`src/rtl/lcd_scan_pkg.sv`:
```
// Shared types and constants for the vmem_lcd_scan LCD streamer: FSM states,
// init/header command ROMs and the 3-bit to RGB565 colour expansion.
package lcd_scan_pkg;

  localparam int LCD_W    = 240;
  localparam int INIT_LEN = 6;
  localparam int HDR_LEN  = 11;

  typedef enum logic [2:0] {
    ST_HWRST = 3'd0,
    ST_RWAIT = 3'd1,
    ST_INIT  = 3'd2,
    ST_HDR   = 3'd3,
    ST_PIX   = 3'd4
  } state_e;

  typedef struct packed {
    logic       is_cmd;
    logic       is_delay;
    logic [7:0] data;
  } rom_entry_t;

  // Entry 1 is the SLPOUT settle delay; it carries no byte.
  function automatic rom_entry_t init_rom(input logic [3:0] idx);
    rom_entry_t e;
    case (idx)
      4'd0:    e = '{is_cmd: 1'b1, is_delay: 1'b0, data: 8'h11};
      4'd1:    e = '{is_cmd: 1'b0, is_delay: 1'b1, data: 8'h00};
      4'd2:    e = '{is_cmd: 1'b1, is_delay: 1'b0, data: 8'h3A};
      4'd3:    e = '{is_cmd: 1'b0, is_delay: 1'b0, data: 8'h55};
      4'd4:    e = '{is_cmd: 1'b1, is_delay: 1'b0, data: 8'h21};
      4'd5:    e = '{is_cmd: 1'b1, is_delay: 1'b0, data: 8'h29};
      default: e = '{is_cmd: 1'b0, is_delay: 1'b0, data: 8'h00};
    endcase
    return e;
  endfunction

  function automatic rom_entry_t hdr_rom(input logic [3:0] idx);
    rom_entry_t e;
    case (idx)
      4'd0:                   e = '{is_cmd: 1'b1, is_delay: 1'b0, data: 8'h2A};
      4'd1, 4'd2, 4'd3:       e = '{is_cmd: 1'b0, is_delay: 1'b0, data: 8'h00};
      4'd4:                   e = '{is_cmd: 1'b0, is_delay: 1'b0, data: 8'hEF};
      4'd5:                   e = '{is_cmd: 1'b1, is_delay: 1'b0, data: 8'h2B};
      4'd6, 4'd7, 4'd8:       e = '{is_cmd: 1'b0, is_delay: 1'b0, data: 8'h00};
      4'd9:                   e = '{is_cmd: 1'b0, is_delay: 1'b0, data: 8'hEF};
      4'd10:                  e = '{is_cmd: 1'b1, is_delay: 1'b0, data: 8'h2C};
      default:                e = '{is_cmd: 1'b0, is_delay: 1'b0, data: 8'h00};
    endcase
    return e;
  endfunction

  function automatic logic [15:0] rgb565(input logic [2:0] c);
    return {{5{c[2]}}, {6{c[1]}}, {5{c[0]}}};
  endfunction

endpackage

```
`src/rtl/lcd_spi_tx.sv`:
```
// Write-only SPI mode 3 byte shifter: MSB first, SCLK idles high, each half
// period lasts SCLK_DIV clocks. o_done marks the final cycle so a new byte can follow with no gap.
module lcd_spi_tx #(
  parameter int SCLK_DIV = 2
) (
  input  logic       clk_i,
  input  logic       rst_ni,
  input  logic       i_start,
  input  logic [7:0] i_byte,
  input  logic       i_dc,
  output logic       o_busy,
  output logic       o_done,
  output logic       o_sclk,
  output logic       o_sda,
  output logic       o_dc
);

  localparam int DW = (SCLK_DIV > 1) ? $clog2(SCLK_DIV) : 1;

  logic [7:0]    r_shift;
  logic [2:0]    r_bit;
  logic [DW-1:0] r_div;
  logic          r_busy;
  logic          r_sclk;
  logic          r_sda;
  logic          r_dc;
  logic          w_half_end;

  assign w_half_end = (r_div == DW'(SCLK_DIV - 1));
  assign o_done     = r_busy & r_sclk & w_half_end & (r_bit == 3'd7);
  assign o_busy     = r_busy;
  assign o_sclk     = r_sclk;
  assign o_sda      = r_sda;
  assign o_dc       = r_dc;

  // Data only moves on the edge that drops SCLK, so it is stable while SCLK is high.
  always_ff @(posedge clk_i or negedge rst_ni) begin
    if (!rst_ni) begin
      r_shift <= 8'h00;
      r_bit   <= 3'd0;
      r_div   <= '0;
      r_busy  <= 1'b0;
      r_sclk  <= 1'b1;
      r_sda   <= 1'b0;
      r_dc    <= 1'b0;
    end else if (i_start) begin
      r_shift <= i_byte;
      r_bit   <= 3'd0;
      r_div   <= '0;
      r_busy  <= 1'b1;
      r_sclk  <= 1'b0;
      r_sda   <= i_byte[7];
      r_dc    <= i_dc;
    end else if (r_busy) begin
      if (w_half_end) begin
        r_div <= '0;
        if (!r_sclk) begin
          r_sclk <= 1'b1;
        end else if (r_bit == 3'd7) begin
          r_busy <= 1'b0;
        end else begin
          r_sclk  <= 1'b0;
          r_bit   <= r_bit + 3'd1;
          r_shift <= {r_shift[6:0], 1'b0};
          r_sda   <= r_shift[6];
        end
      end else begin
        r_div <= r_div + DW'(1);
      end
    end
  end

endmodule

```
`src/rtl/vmem_lcd_scan.sv`:
```
// Scans video memory and streams RGB565 pixels to an ST7789-class SPI LCD,
// after panel reset and init. Optional macro LCD_SCAN_FRAMECNT_EN adds frame_cnt_o.
module vmem_lcd_scan
  import lcd_scan_pkg::*;
#(
  parameter int VMEM_ADDRW   = 16,
  parameter int VMEM_ENTRIES = 57600,
  parameter int SCLK_DIV     = 2,
  parameter int RST_CYCLES   = 1000000,
  parameter int SLP_CYCLES   = 6000000
) (
  input  logic                  clk_i,
  input  logic                  rst_ni,
  output logic [VMEM_ADDRW-1:0] raddr_o,
  input  logic [2:0]            rdata_i,
  output logic                  lcd_sclk_o,
  output logic                  lcd_sda_o,
  output logic                  lcd_dc_o,
  output logic                  lcd_cs_o,
  output logic                  lcd_res_o,
  output logic                  frame_done_o
`ifdef LCD_SCAN_FRAMECNT_EN
  ,
  output logic [31:0]           frame_cnt_o
`endif
);

  localparam logic [VMEM_ADDRW-1:0] LAST_ADDR = VMEM_ADDRW'(VMEM_ENTRIES - 1);
  localparam logic [31:0]           RST_LAST  = 32'(RST_CYCLES - 1);
  localparam logic [31:0]           SLP_LAST  = 32'(SLP_CYCLES - 1);
  localparam logic [3:0]            INIT_LAST = 4'(INIT_LEN - 1);
  localparam logic [3:0]            HDR_LAST  = 4'(HDR_LEN - 1);

  state_e                r_state, w_state_nxt;
  logic [31:0]           r_cnt, w_cnt_nxt;
  logic [3:0]            r_idx, w_idx_nxt;
  logic [VMEM_ADDRW-1:0] r_pix_n, w_pix_n_nxt;
  logic [VMEM_ADDRW-1:0] r_raddr, w_raddr_nxt;
  logic                  r_lo_phase, w_lo_phase_nxt;
  logic                  r_last, w_last_nxt;
  logic [7:0]            r_lo_byte, w_lo_byte_nxt;
  logic                  r_cs, w_cs_nxt;
  logic                  r_res, w_res_nxt;
  logic                  r_frame_done, w_fdone_nxt;
  logic [2:0]            r_pipe;
  logic [2:0]            r_pref;
  logic                  w_fetch;
  logic                  w_start;
  logic [7:0]            w_byte;
  logic                  w_dc;
  logic                  w_tx_busy;
  logic                  w_tx_done;
  logic                  w_tx_ready;
  rom_entry_t            w_init_ent;
  rom_entry_t            w_hdr_ent;
  logic [15:0]           w_rgb;

  assign w_init_ent = init_rom(r_idx);
  assign w_hdr_ent  = hdr_rom(r_idx);
  assign w_rgb      = rgb565(r_pref);
  assign w_tx_ready = ~w_tx_busy | w_tx_done;

  lcd_spi_tx #(
    .SCLK_DIV (SCLK_DIV)
  ) u_tx (
    .clk_i   (clk_i),
    .rst_ni  (rst_ni),
    .i_start (w_start),
    .i_byte  (w_byte),
    .i_dc    (w_dc),
    .o_busy  (w_tx_busy),
    .o_done  (w_tx_done),
    .o_sclk  (lcd_sclk_o),
    .o_sda   (lcd_sda_o),
    .o_dc    (lcd_dc_o)
  );

  // State register.
  always_ff @(posedge clk_i or negedge rst_ni) begin
    if (!rst_ni) begin
      r_state <= ST_HWRST;
    end else begin
      r_state <= w_state_nxt;
    end
  end

  // Next state, byte selection and fetch control; a new byte is always queued on the shifter's last cycle.
  always_comb begin
    w_state_nxt    = r_state;
    w_cnt_nxt      = r_cnt;
    w_idx_nxt      = r_idx;
    w_pix_n_nxt    = r_pix_n;
    w_raddr_nxt    = r_raddr;
    w_lo_phase_nxt = r_lo_phase;
    w_last_nxt     = r_last;
    w_lo_byte_nxt  = r_lo_byte;
    w_cs_nxt       = r_cs;
    w_res_nxt      = r_res;
    w_fdone_nxt    = 1'b0;
    w_fetch        = 1'b0;
    w_start        = 1'b0;
    w_byte         = 8'h00;
    w_dc           = 1'b0;
    case (r_state)
      ST_HWRST: begin
        w_res_nxt = 1'b0;
        if (r_cnt == RST_LAST) begin
          w_cnt_nxt   = 32'd0;
          w_res_nxt   = 1'b1;
          w_state_nxt = ST_RWAIT;
        end else begin
          w_cnt_nxt = r_cnt + 32'd1;
        end
      end
      ST_RWAIT: begin
        if (r_cnt == RST_LAST) begin
          w_cnt_nxt   = 32'd0;
          w_idx_nxt   = 4'd0;
          w_state_nxt = ST_INIT;
        end else begin
          w_cnt_nxt = r_cnt + 32'd1;
        end
      end
      ST_INIT: begin
        if (w_init_ent.is_delay) begin
          // The sleep-out wait starts only once the SLPOUT byte has fully left the shifter.
          if (w_tx_busy) begin
            w_cnt_nxt = r_cnt;
          end else if (r_cnt == SLP_LAST) begin
            w_cnt_nxt = 32'd0;
            w_idx_nxt = r_idx + 4'd1;
          end else begin
            w_cnt_nxt = r_cnt + 32'd1;
          end
        end else if (w_tx_ready) begin
          w_start  = 1'b1;
          w_byte   = w_init_ent.data;
          w_dc     = ~w_init_ent.is_cmd;
          w_cs_nxt = 1'b0;
          if (r_idx == INIT_LAST) begin
            w_idx_nxt   = 4'd0;
            w_state_nxt = ST_HDR;
          end else begin
            w_idx_nxt = r_idx + 4'd1;
          end
        end else begin
          w_idx_nxt = r_idx;
        end
      end
      ST_HDR: begin
        if (w_tx_ready && !w_hdr_ent.is_delay) begin
          w_start = 1'b1;
          w_byte  = w_hdr_ent.data;
          w_dc    = ~w_hdr_ent.is_cmd;
          if (r_idx == HDR_LAST) begin
            w_idx_nxt      = 4'd0;
            w_state_nxt    = ST_PIX;
            w_lo_phase_nxt = 1'b0;
            w_fetch        = 1'b1;
          end else begin
            w_idx_nxt = r_idx + 4'd1;
          end
        end else begin
          w_idx_nxt = r_idx;
        end
      end
      ST_PIX: begin
        if (!w_tx_ready) begin
          w_idx_nxt = r_idx;
        end else if (r_last) begin
          // r_idx is 0 here, so the header ROM yields the column-address command.
          w_start     = 1'b1;
          w_byte      = w_hdr_ent.data;
          w_dc        = ~w_hdr_ent.is_cmd;
          w_idx_nxt   = 4'd1;
          w_state_nxt = ST_HDR;
          w_fdone_nxt = 1'b1;
          w_raddr_nxt = '0;
          w_last_nxt  = 1'b0;
        end else if (!r_lo_phase) begin
          w_start        = 1'b1;
          w_byte         = w_rgb[15:8];
          w_dc           = 1'b1;
          w_lo_byte_nxt  = w_rgb[7:0];
          w_lo_phase_nxt = 1'b1;
          if (r_pix_n != LAST_ADDR) begin
            w_raddr_nxt = r_pix_n + VMEM_ADDRW'(1);
            w_fetch     = 1'b1;
          end else begin
            w_raddr_nxt = r_raddr;
          end
        end else begin
          w_start        = 1'b1;
          w_byte         = r_lo_byte;
          w_dc           = 1'b1;
          w_lo_phase_nxt = 1'b0;
          if (r_pix_n == LAST_ADDR) begin
            w_last_nxt  = 1'b1;
            w_pix_n_nxt = '0;
          end else begin
            w_pix_n_nxt = r_pix_n + VMEM_ADDRW'(1);
          end
        end
      end
      default: begin
        w_state_nxt = ST_HWRST;
      end
    endcase
  end

  // Datapath registers; rdata_i is captured three edges after its address is driven.
  always_ff @(posedge clk_i or negedge rst_ni) begin
    if (!rst_ni) begin
      r_cnt        <= 32'd0;
      r_idx        <= 4'd0;
      r_pix_n      <= '0;
      r_raddr      <= '0;
      r_lo_phase   <= 1'b0;
      r_last       <= 1'b0;
      r_lo_byte    <= 8'h00;
      r_cs         <= 1'b1;
      r_res        <= 1'b0;
      r_frame_done <= 1'b0;
      r_pipe       <= 3'b000;
      r_pref       <= 3'b000;
    end else begin
      r_cnt        <= w_cnt_nxt;
      r_idx        <= w_idx_nxt;
      r_pix_n      <= w_pix_n_nxt;
      r_raddr      <= w_raddr_nxt;
      r_lo_phase   <= w_lo_phase_nxt;
      r_last       <= w_last_nxt;
      r_lo_byte    <= w_lo_byte_nxt;
      r_cs         <= w_cs_nxt;
      r_res        <= w_res_nxt;
      r_frame_done <= w_fdone_nxt;
      r_pipe       <= {r_pipe[1:0], w_fetch};
      if (r_pipe[2]) begin
        r_pref <= rdata_i;
      end
    end
  end

  assign raddr_o      = r_raddr;
  assign lcd_cs_o     = r_cs;
  assign lcd_res_o    = r_res;
  assign frame_done_o = r_frame_done;

`ifdef LCD_SCAN_FRAMECNT_EN
  logic [31:0] r_frame_cnt;

  // Frame counter, stepping on the same edge that raises frame_done_o.
  always_ff @(posedge clk_i or negedge rst_ni) begin
    if (!rst_ni) begin
      r_frame_cnt <= 32'd0;
    end else if (w_fdone_nxt) begin
      r_frame_cnt <= r_frame_cnt + 32'd1;
    end
  end

  assign frame_cnt_o = r_frame_cnt;
`endif

endmodule

```
`config.mk`:
```
export PLATFORM = sky130hd
export DESIGN_NAME = vmem_lcd_scan
export DESIGN_NICKNAME = d
export VERILOG_FILES = /design/src/rtl/lcd_scan_pkg.sv /design/src/rtl/lcd_spi_tx.sv /design/src/rtl/vmem_lcd_scan.sv
export SDC_FILE = /design/constraint.sdc
export NUM_CORES = 1
export LEC_CHECK = 0
export BUFFER_PORTS_ARGS = -buffer_cell sky130_fd_sc_hd__buf_2
export CORE_MARGIN = 2
export CORE_UTILIZATION = 45
export CTS_CLUSTER_DIAMETER = 30
export DETAILED_ROUTE_END_ITERATION = 8
export GPL_ROUTABILITY_DRIVEN = 0
export PLACE_DENSITY = 0.73
export SLEW_MARGIN = 20
export SYNTH_ARGS = -nofsm -noshare
export SYNTH_HDL_FRONTEND = slang
export SYNTH_HIERARCHICAL = 1
export SYNTH_SLANG_ARGS = --single-unit
```
`constraint.sdc`:
```
create_clock -name clk_i -period 3.92 [get_ports clk_i]
set_input_delay 0.392 -clock clk_i [delete_from_list [all_inputs] [get_ports clk_i]]
set_output_delay 0.392 -clock clk_i [all_outputs]
set_load 0.005 [all_outputs]
```
==> results of run 1 <==
==> metal layers <==
| layer | vias to the layer above | GRT usage | part of all wire |
|---|---|---|---|
| met4 | 0 | 0.0651 | 0.014 |
| met1 | 2113 | 0.255 | 0.46 |
| met5 | - | 0 | 0 |
| li1 | 2056 | - | - |
| met3 | 16 | 0.0480 | 0.055 |
| met2 | 134 | 0.295 | 0.47 |
==> sequential cells by signal (all words and copies together), names as in the netlist, 2 cells and up <==
name / count
r_pix_n: 16
r_state: 3
r_pref: 3
r_lo_byte: 2
u_tx/r_shift: 7
r_pipe: 3
raddr_o: 16
r_cnt: 32
r_idx: 4
u_tx/r_bit: 3
==> cell usage in the layout (no fill, tap or decap), types with 12 or more instances in the layout <==
master                     n
sky130_fd_sc_hd__inv_1    20
sky130_fd_sc_hd__o21ai_0  21
sky130_fd_sc_hd__mux2_2   21
sky130_fd_sc_hd__nand4_1  17
sky130_fd_sc_hd__xnor2_1  29
sky130_fd_sc_hd__a22o_2   16
sky130_fd_sc_hd__a21oi_1  24
sky130_fd_sc_hd__dfrtp_1  97
sky130_fd_sc_hd__nand3_1  27
sky130_fd_sc_hd__nor3_1   18
sky130_fd_sc_hd__nand2_1  46
sky130_fd_sc_hd__buf_2    25
sky130_fd_sc_hd__nor2_1   38
sky130_fd_sc_hd__nor2b_1  12
sky130_fd_sc_hd__xor2_1   16
==> logic make-up (layout without fill, tap and decap cells) <==
group,after synthesis,after routing,synth area share
AOI/OAI and AO/OA,113,113,0.146
xor gates and xnor gates,45,45,0.0709
adders and majority gates,9,9,0.0203
buffers and inverters,46,67,0.0403
DFF,99,99,0.446
muxes,26,26,0.0542
and+or+nand+nor,221,221,0.223
==> area by class of cell <==
| class | count | area share |
|---|---|---|
| multi-input combinational | 414 | 0.469 |
| sequential | 99 | 0.407 |
| clock buffer | 11 | 0.0398 |
| tap | 147 | 0.0302 |
| timing repair buffer | 31 | 0.0279 |
| clock inverter | 5 | 0.0140 |
| inverter | 20 | 0.0123 |
==> report_power, final <==
part / switching (uW) / internal [uW] / leakage, uW
logic: 19.4 / 2.29 / 0.00121
registers: 0 / 1020 / 0.00136
clock network: 389 / 580 / 0.000156
==> Yosys cell counts, types with 4 or more instances <==
master | instances | share of area
sky130_fd_sc_hd__dfrtp_1 | 97 | 0.44
sky130_fd_sc_hd__nand2_1 | 46 | 0.031
sky130_fd_sc_hd__nor2_1 | 38 | 0.026
sky130_fd_sc_hd__xnor2_1 | 29 | 0.046
sky130_fd_sc_hd__nand3_1 | 27 | 0.024
sky130_fd_sc_hd__a21oi_1 | 24 | 0.022
sky130_fd_sc_hd__mux2_2 | 21 | 0.043
sky130_fd_sc_hd__o21ai_0 | 21 | 0.019
sky130_fd_sc_hd__inv_1 | 20 | 0.014
sky130_fd_sc_hd__nor3_1 | 18 | 0.016
sky130_fd_sc_hd__nand4_1 | 17 | 0.019
sky130_fd_sc_hd__a22o_2 | 16 | 0.029
sky130_fd_sc_hd__xor2_1 | 16 | 0.025
sky130_fd_sc_hd__clkbuf_1 | 14 | 0.0095
sky130_fd_sc_hd__nor2b_1 | 12 | 0.014
sky130_fd_sc_hd__nor4_1 | 11 | 0.012
sky130_fd_sc_hd__ha_1 | 9 | 0.020
sky130_fd_sc_hd__nand2b_1 | 7 | 0.0079
sky130_fd_sc_hd__or3_1 | 7 | 0.0079
sky130_fd_sc_hd__a22o_1 | 6 | 0.0095
sky130_fd_sc_hd__and4_1 | 6 | 0.0095
sky130_fd_sc_hd__o22ai_1 | 6 | 0.0068
sky130_fd_sc_hd__a211oi_1 | 5 | 0.0068
sky130_fd_sc_hd__buf_2 | 5 | 0.0045
sky130_fd_sc_hd__buf_6 | 5 | 0.010
sky130_fd_sc_hd__o211ai_1 | 5 | 0.0068
sky130_fd_sc_hd__a31oi_1 | 4 | 0.0045
sky130_fd_sc_hd__nor4b_1 | 4 | 0.0063
==> through the flow <==
| step | cells | power, uW |
|---|---|---|
| floorplan | 559 | 1040 |
| global route | 727 | 2080 |
| global placement | 711 | 1060 |
| CTS | 727 | 2040 |
| finish | 727 | 2010 |
| detailed placement | 711 | 1060 |
==> worst paths after layout <==
check / to / from / cells past startpoint
min reg2reg: r_pipe[2] / r_pipe[1] / 0
max in group asynchronous: u_tx/o_sclk / rst_ni / 2
min in group clk_i: r_pref[2] / rdata_i[2] / 2
min: raddr_o[10] / rst_ni / 1
max: u_tx/r_bit[0] / u_tx/r_bit[0] / 8
max reg2reg: u_tx/r_bit[0] / u_tx/r_bit[0] / 8
==> flow_metrics.tcl, run 1 <==
set metrics [dict create \
    die-area_sq_um 13300 \
    insertion_delay_ps 350 \
    placement.setup.worst_slack_ps 1010 \
    timing.critical_path.to_type "flop" \
    worst_setup_path_start_kind "flop" \
    crit_chain "ha_1 -> ha_1 -> and4_1 -> nor2b_1 -> a21oi_1 -> buf_4 -> a41oi_2 -> mux2_2" \
    hold_ws_ps 147 \
    fraction_of_final_layout_cells_sized_beyond_drive_strength_1 0.183 \
    area_delta_synth_final_pct 9.59 \
    final.setup.tns_ps 0 \
    tritoncts "built" \
    synth_cell_types 63 \
    synth_edf_count 0 \
    critical_path_class "reg -> reg" \
    fillers 1083 \
    timing.final.setup_violations 0 \
    regArea_sq_um 2480 \
    worst-r2r-setup-slack_ps 990 \
    seq_area_frac_synth 0.446 \
    synth_register_bits 99 \
    dp_hpwl_mm 8.29 \
    initial_utilization 0.463 \
    num_cts_buffers 9 \
    cp_data_arrival_time_ps 3160 \
    dpl-instance-area_sq_um 5760 \
    cts_setup_buffers 0 \
    number_of_buffers_on_the_longest_clock_path 2 \
    grt_pass1_wl_mm 20.2 \
    power_leakage_uw 0.00272 \
    tightestPinTransition_ps 863 \
    grt_antenna_before_repair 0 \
    run_status "finished, final reports clean" \
    first_global_vias 4263 \
    utilization 0.507 \
    detail_route.iter0.violations 363 \
    postSynthAreaPerCell_sq_um 9.94 \
    htree_levels 3 \
    cp_max_fo 15 \
    globalRouteOverflowTotal 0 \
    grt_max_degree 70 \
    critical-path-top-delay-family "simple AND/OR/NAND/NOR gates" \
    timing.final.hold_violations 0 \
    timing.slew.headroom 0.425 \
    via_count 4319 \
    grt_setup_unrepaired "false" \
    path_clk_slew_ps 70 \
    route.detailed.wl_per_inst_um 16.4 \
    clock-sinks 99 \
    n_antenna_cell 0 \
    synthesis.yosys.warnings 6 \
    timing.fmax_ghz 0.341 \
    layout_worst_path_cycle_share 0.748 \
    post_cts_hold_buffer_count 0 \
    final_max_slew_viol_count 0 \
    numPortBuffers 26 \
    cp.buffers_inverters 1 \
    areal_power_density_over_the_cells_nw_per_um2 330 \
    finClkSkew_ps 12.0 \
    core_region_area_sq_um 12000 \
    drtAntennaViolNets 0 \
    drc 0 \
    firstDrtPassIters 4 \
    multi_input_area_sq_um 2860 \
    global_route.usage.total 0.188 \
    final_ws_setup_ps 987 \
    crit_path_top_delay_cell "sky130_fd_sc_hd__a41oi_2" \
    cell_area_synth_sq_um 5560 \
    cts.root.buffer_cell "sky130_fd_sc_hd__clkbuf_16" \
    period_minus_slack_ps 2930 \
    finalWirelength_mm 11.9 \
    maxCapViolations 0 \
    floorplan.io_pins 27 \
    synth_ff_type "sky130_fd_sc_hd__dfrtp_1" \
    delay_of_the_slowest_critical_path_stage_ps 580 \
    worst_ir_drop_vdd_mv 0.198 \
    cpMostUsedCell "sky130_fd_sc_hd__ha_1" \
    synth.net_count 573 \
    hold_path_class "in -> async" \
    die_width_um 115 \
    final_nets 589 \
    stdcell_area_sq_um 6090 \
    ctsResizeCount 0 \
    synthArstFlopShare 1.00 \
    required_ps 4140 \
    number_of_rows_in_the_core_area 40 \
    postSynthCellCount 559 \
    die_extent_in_y_um 115 \
    drt-vias-per-instance 5.94 \
]
Note: power is estimated with default switching activity, not from simulation.
==> inputs of run 2 (changes only) <==
==> constraint.sdc (replaced) <==
create_clock -name clk_i -period 2.7 [get_ports clk_i]
set_input_delay 0.27 -clock clk_i [delete_from_list [all_inputs] [get_ports clk_i]]
set_output_delay 0.27 -clock clk_i [all_outputs]
set_load 0.005 [all_outputs]
==> run 2 against run 1 <==
Clock skew is essentially flat. Clock power grew 34%. First-iteration DRC count shrank 9.4%. Largest cell class unchanged. Critical path depth grew 2. Non-clock buffer count grew 16.
==> flow_metrics.tcl, run 2 (same netlist as run 1, synthesis figures left out) <==
set metrics [dict create \
    timing.slew.headroom 0.570 \
    hold_path.startpoint "rdata_i[2]" \
    timing.fmax_ghz 0.392 \
    largest-register "r_cnt" \
    dpl-instance-area_sq_um 5890 \
    fillers 1081 \
    cts_setup_buffers 0 \
    maxCapViolations 0 \
    number_of_buffers_on_the_longest_clock_path 2 \
    initial_utilization 0.463 \
    critical_path_class "reg -> reg" \
    tritoncts "built" \
    timing.critical_path.to_type "flop" \
    hold_ws_ps 150 \
    grt_antenna_before_repair 0 \
    fraction_of_final_layout_cells_sized_beyond_drive_strength_1 0.205 \
    number_of_rows_in_the_core_area 40 \
    via_count 4397 \
    first_global_vias 4305 \
    finClkSkew_ps 12.0 \
    startpoint "u_tx/r_bit[0]" \
    dp_hpwl_mm 8.50 \
    die-area_sq_um 13300 \
    multi_input_area_sq_um 2870 \
    drt-vias-per-instance 5.92 \
    global_route.usage.total 0.193 \
    required_ps 2930 \
    globalRouteOverflowTotal 0 \
    regArea_sq_um 2480 \
    final_max_slew_viol_count 0 \
    floorplan.io_pins 27 \
    firstDrtPassIters 4 \
    hold_path_class "in -> reg" \
    run_status "finished, final reports clean" \
    cp_max_fo 7 \
    utilization 0.517 \
    drtAntennaViolNets 0 \
    grt_setup_unrepaired "false" \
    layout_worst_path_cycle_share 0.946 \
    route.detailed.wl_per_inst_um 16.3 \
    period_minus_slack_ps 2550 \
    die_width_um 115 \
    stdcell_area_sq_um 6210 \
    timing.final.setup_violations 0 \
    insertion_delay_ps 350 \
    path_clk_slew_ps 70 \
    area_delta_synth_final_pct 11.7 \
    flip_flop_count_of_the_largest_register_all_copies_and_words_added 32 \
    htree_levels 3 \
    areal_power_density_over_the_cells_nw_per_um2 454 \
    die_extent_in_y_um 115 \
    power_leakage_uw 0.00280 \
    worst_r2r_startpoint "u_tx/r_bit[0]" \
    detail_route.iter0.violations 329 \
    grt_max_degree 51 \
    cp_data_arrival_time_ps 2780 \
    final.setup.tns_ps 0 \
    cts.root.buffer_cell "sky130_fd_sc_hd__clkbuf_16" \
    layout_commonest_cell "sky130_fd_sc_hd__dfrtp_1" \
    numPortBuffers 26 \
    n_antenna_cell 0 \
    mostFrequentLayoutCells "sky130_fd_sc_hd__dfrtp_1 (97), sky130_fd_sc_hd__nand2_1 (46), sky130_fd_sc_hd__nor2_1 (38)" \
    timing.final.hold_violations 0 \
    core_region_area_sq_um 12000 \
    finalWirelength_mm 12.1 \
    final_nets 605 \
    drc 0 \
    num_cts_buffers 9 \
    grt_pass1_wl_mm 20.5 \
    tightestPinTransition_ps 645 \
    worst_setup_path_start_kind "flop" \
    worst_ir_drop_vdd_mv 0.289 \
    clock-sinks 99 \
]
run 2: changes by cell type in the layout (fill, tap and decap cells not counted), sizes merged:
cell,delta
clkinvlp,-1
buf,+15
bufinv,-1
clkbuf,+1
clkinv,+1
dlygate4sd3,+1
run 2: per-stage QoR:
| step | worst slack, ps | total power [uW] | std cells |
|---|---|---|---|
| global placement | 119 | 1550 | 726 |
| global route | 31.1 | 2910 | 743 |
| floorplan | 193 | 1510 | 559 |
| CTS | 35.7 | 2850 | 743 |
| finish | 146 | 2820 | 743 |
| detailed placement | 57.6 | 1550 | 726 |
run 2: path summary, 6_finish.rpt:
| kind | depth (start not counted) | to | slack, ps |
|---|---|---|---|
| max | 10 | u_tx/r_shift[1] | 150 |
| min in group asynchronous | 2 | r_pix_n[5] | 490 |
| min reg2reg | 0 | r_pipe[1] | 350 |
| max in group asynchronous | 3 | r_cnt[23] | 1520 |
| max reg2reg | 10 | u_tx/r_shift[1] | 150 |
| min | 2 | r_pref[2] | 150 |
run 2: metal layers:
layer	wire [um]	vias to the layer above	global-route usage
li1	-	2093	-
met3	558	23	0.0490
met2	5780	120	0.308
met1	5490	2161	0.255
met5	0	-	0
met4	269	0	0.0707
run 2: report_power, final:
| group | internal, uW | switching [uW] |
|---|---|---|
| clock network | 745 | 554 |
| logic | 6.37 | 28.9 |
| registers | 1480 | 0 |
run 2: critical path: stages (launching register included):
cell	delay, ps
sky130_fd_sc_hd__dfrtp_1	390
sky130_fd_sc_hd__ha_1	200
sky130_fd_sc_hd__ha_1	210
sky130_fd_sc_hd__and4_1	200
sky130_fd_sc_hd__nor2b_2	290
sky130_fd_sc_hd__nor2_2	90
sky130_fd_sc_hd__and3_1	190
sky130_fd_sc_hd__o21ai_0	250
sky130_fd_sc_hd__o31ai_1	110
sky130_fd_sc_hd__mux2_2	260
sky130_fd_sc_hd__mux2_2	250
run 2: area by class of cell:
type                            instances  share of cell area
Timing Repair Buffer                   47              0.0492
Clock inverter                          4             0.00786
Clock buffer                           12              0.0397
Tap cell                              147              0.0296
Inverter                               20              0.0121
Sequential cell                        99               0.399
Multi-Input combinational cell        414               0.462
run 2: what timing repair did:
item,CTS,global route
gates resized for setup,0,4
endpoints found under the hold margin,47,0
hold buffers,1,0
setup endpoints to repair,0,35
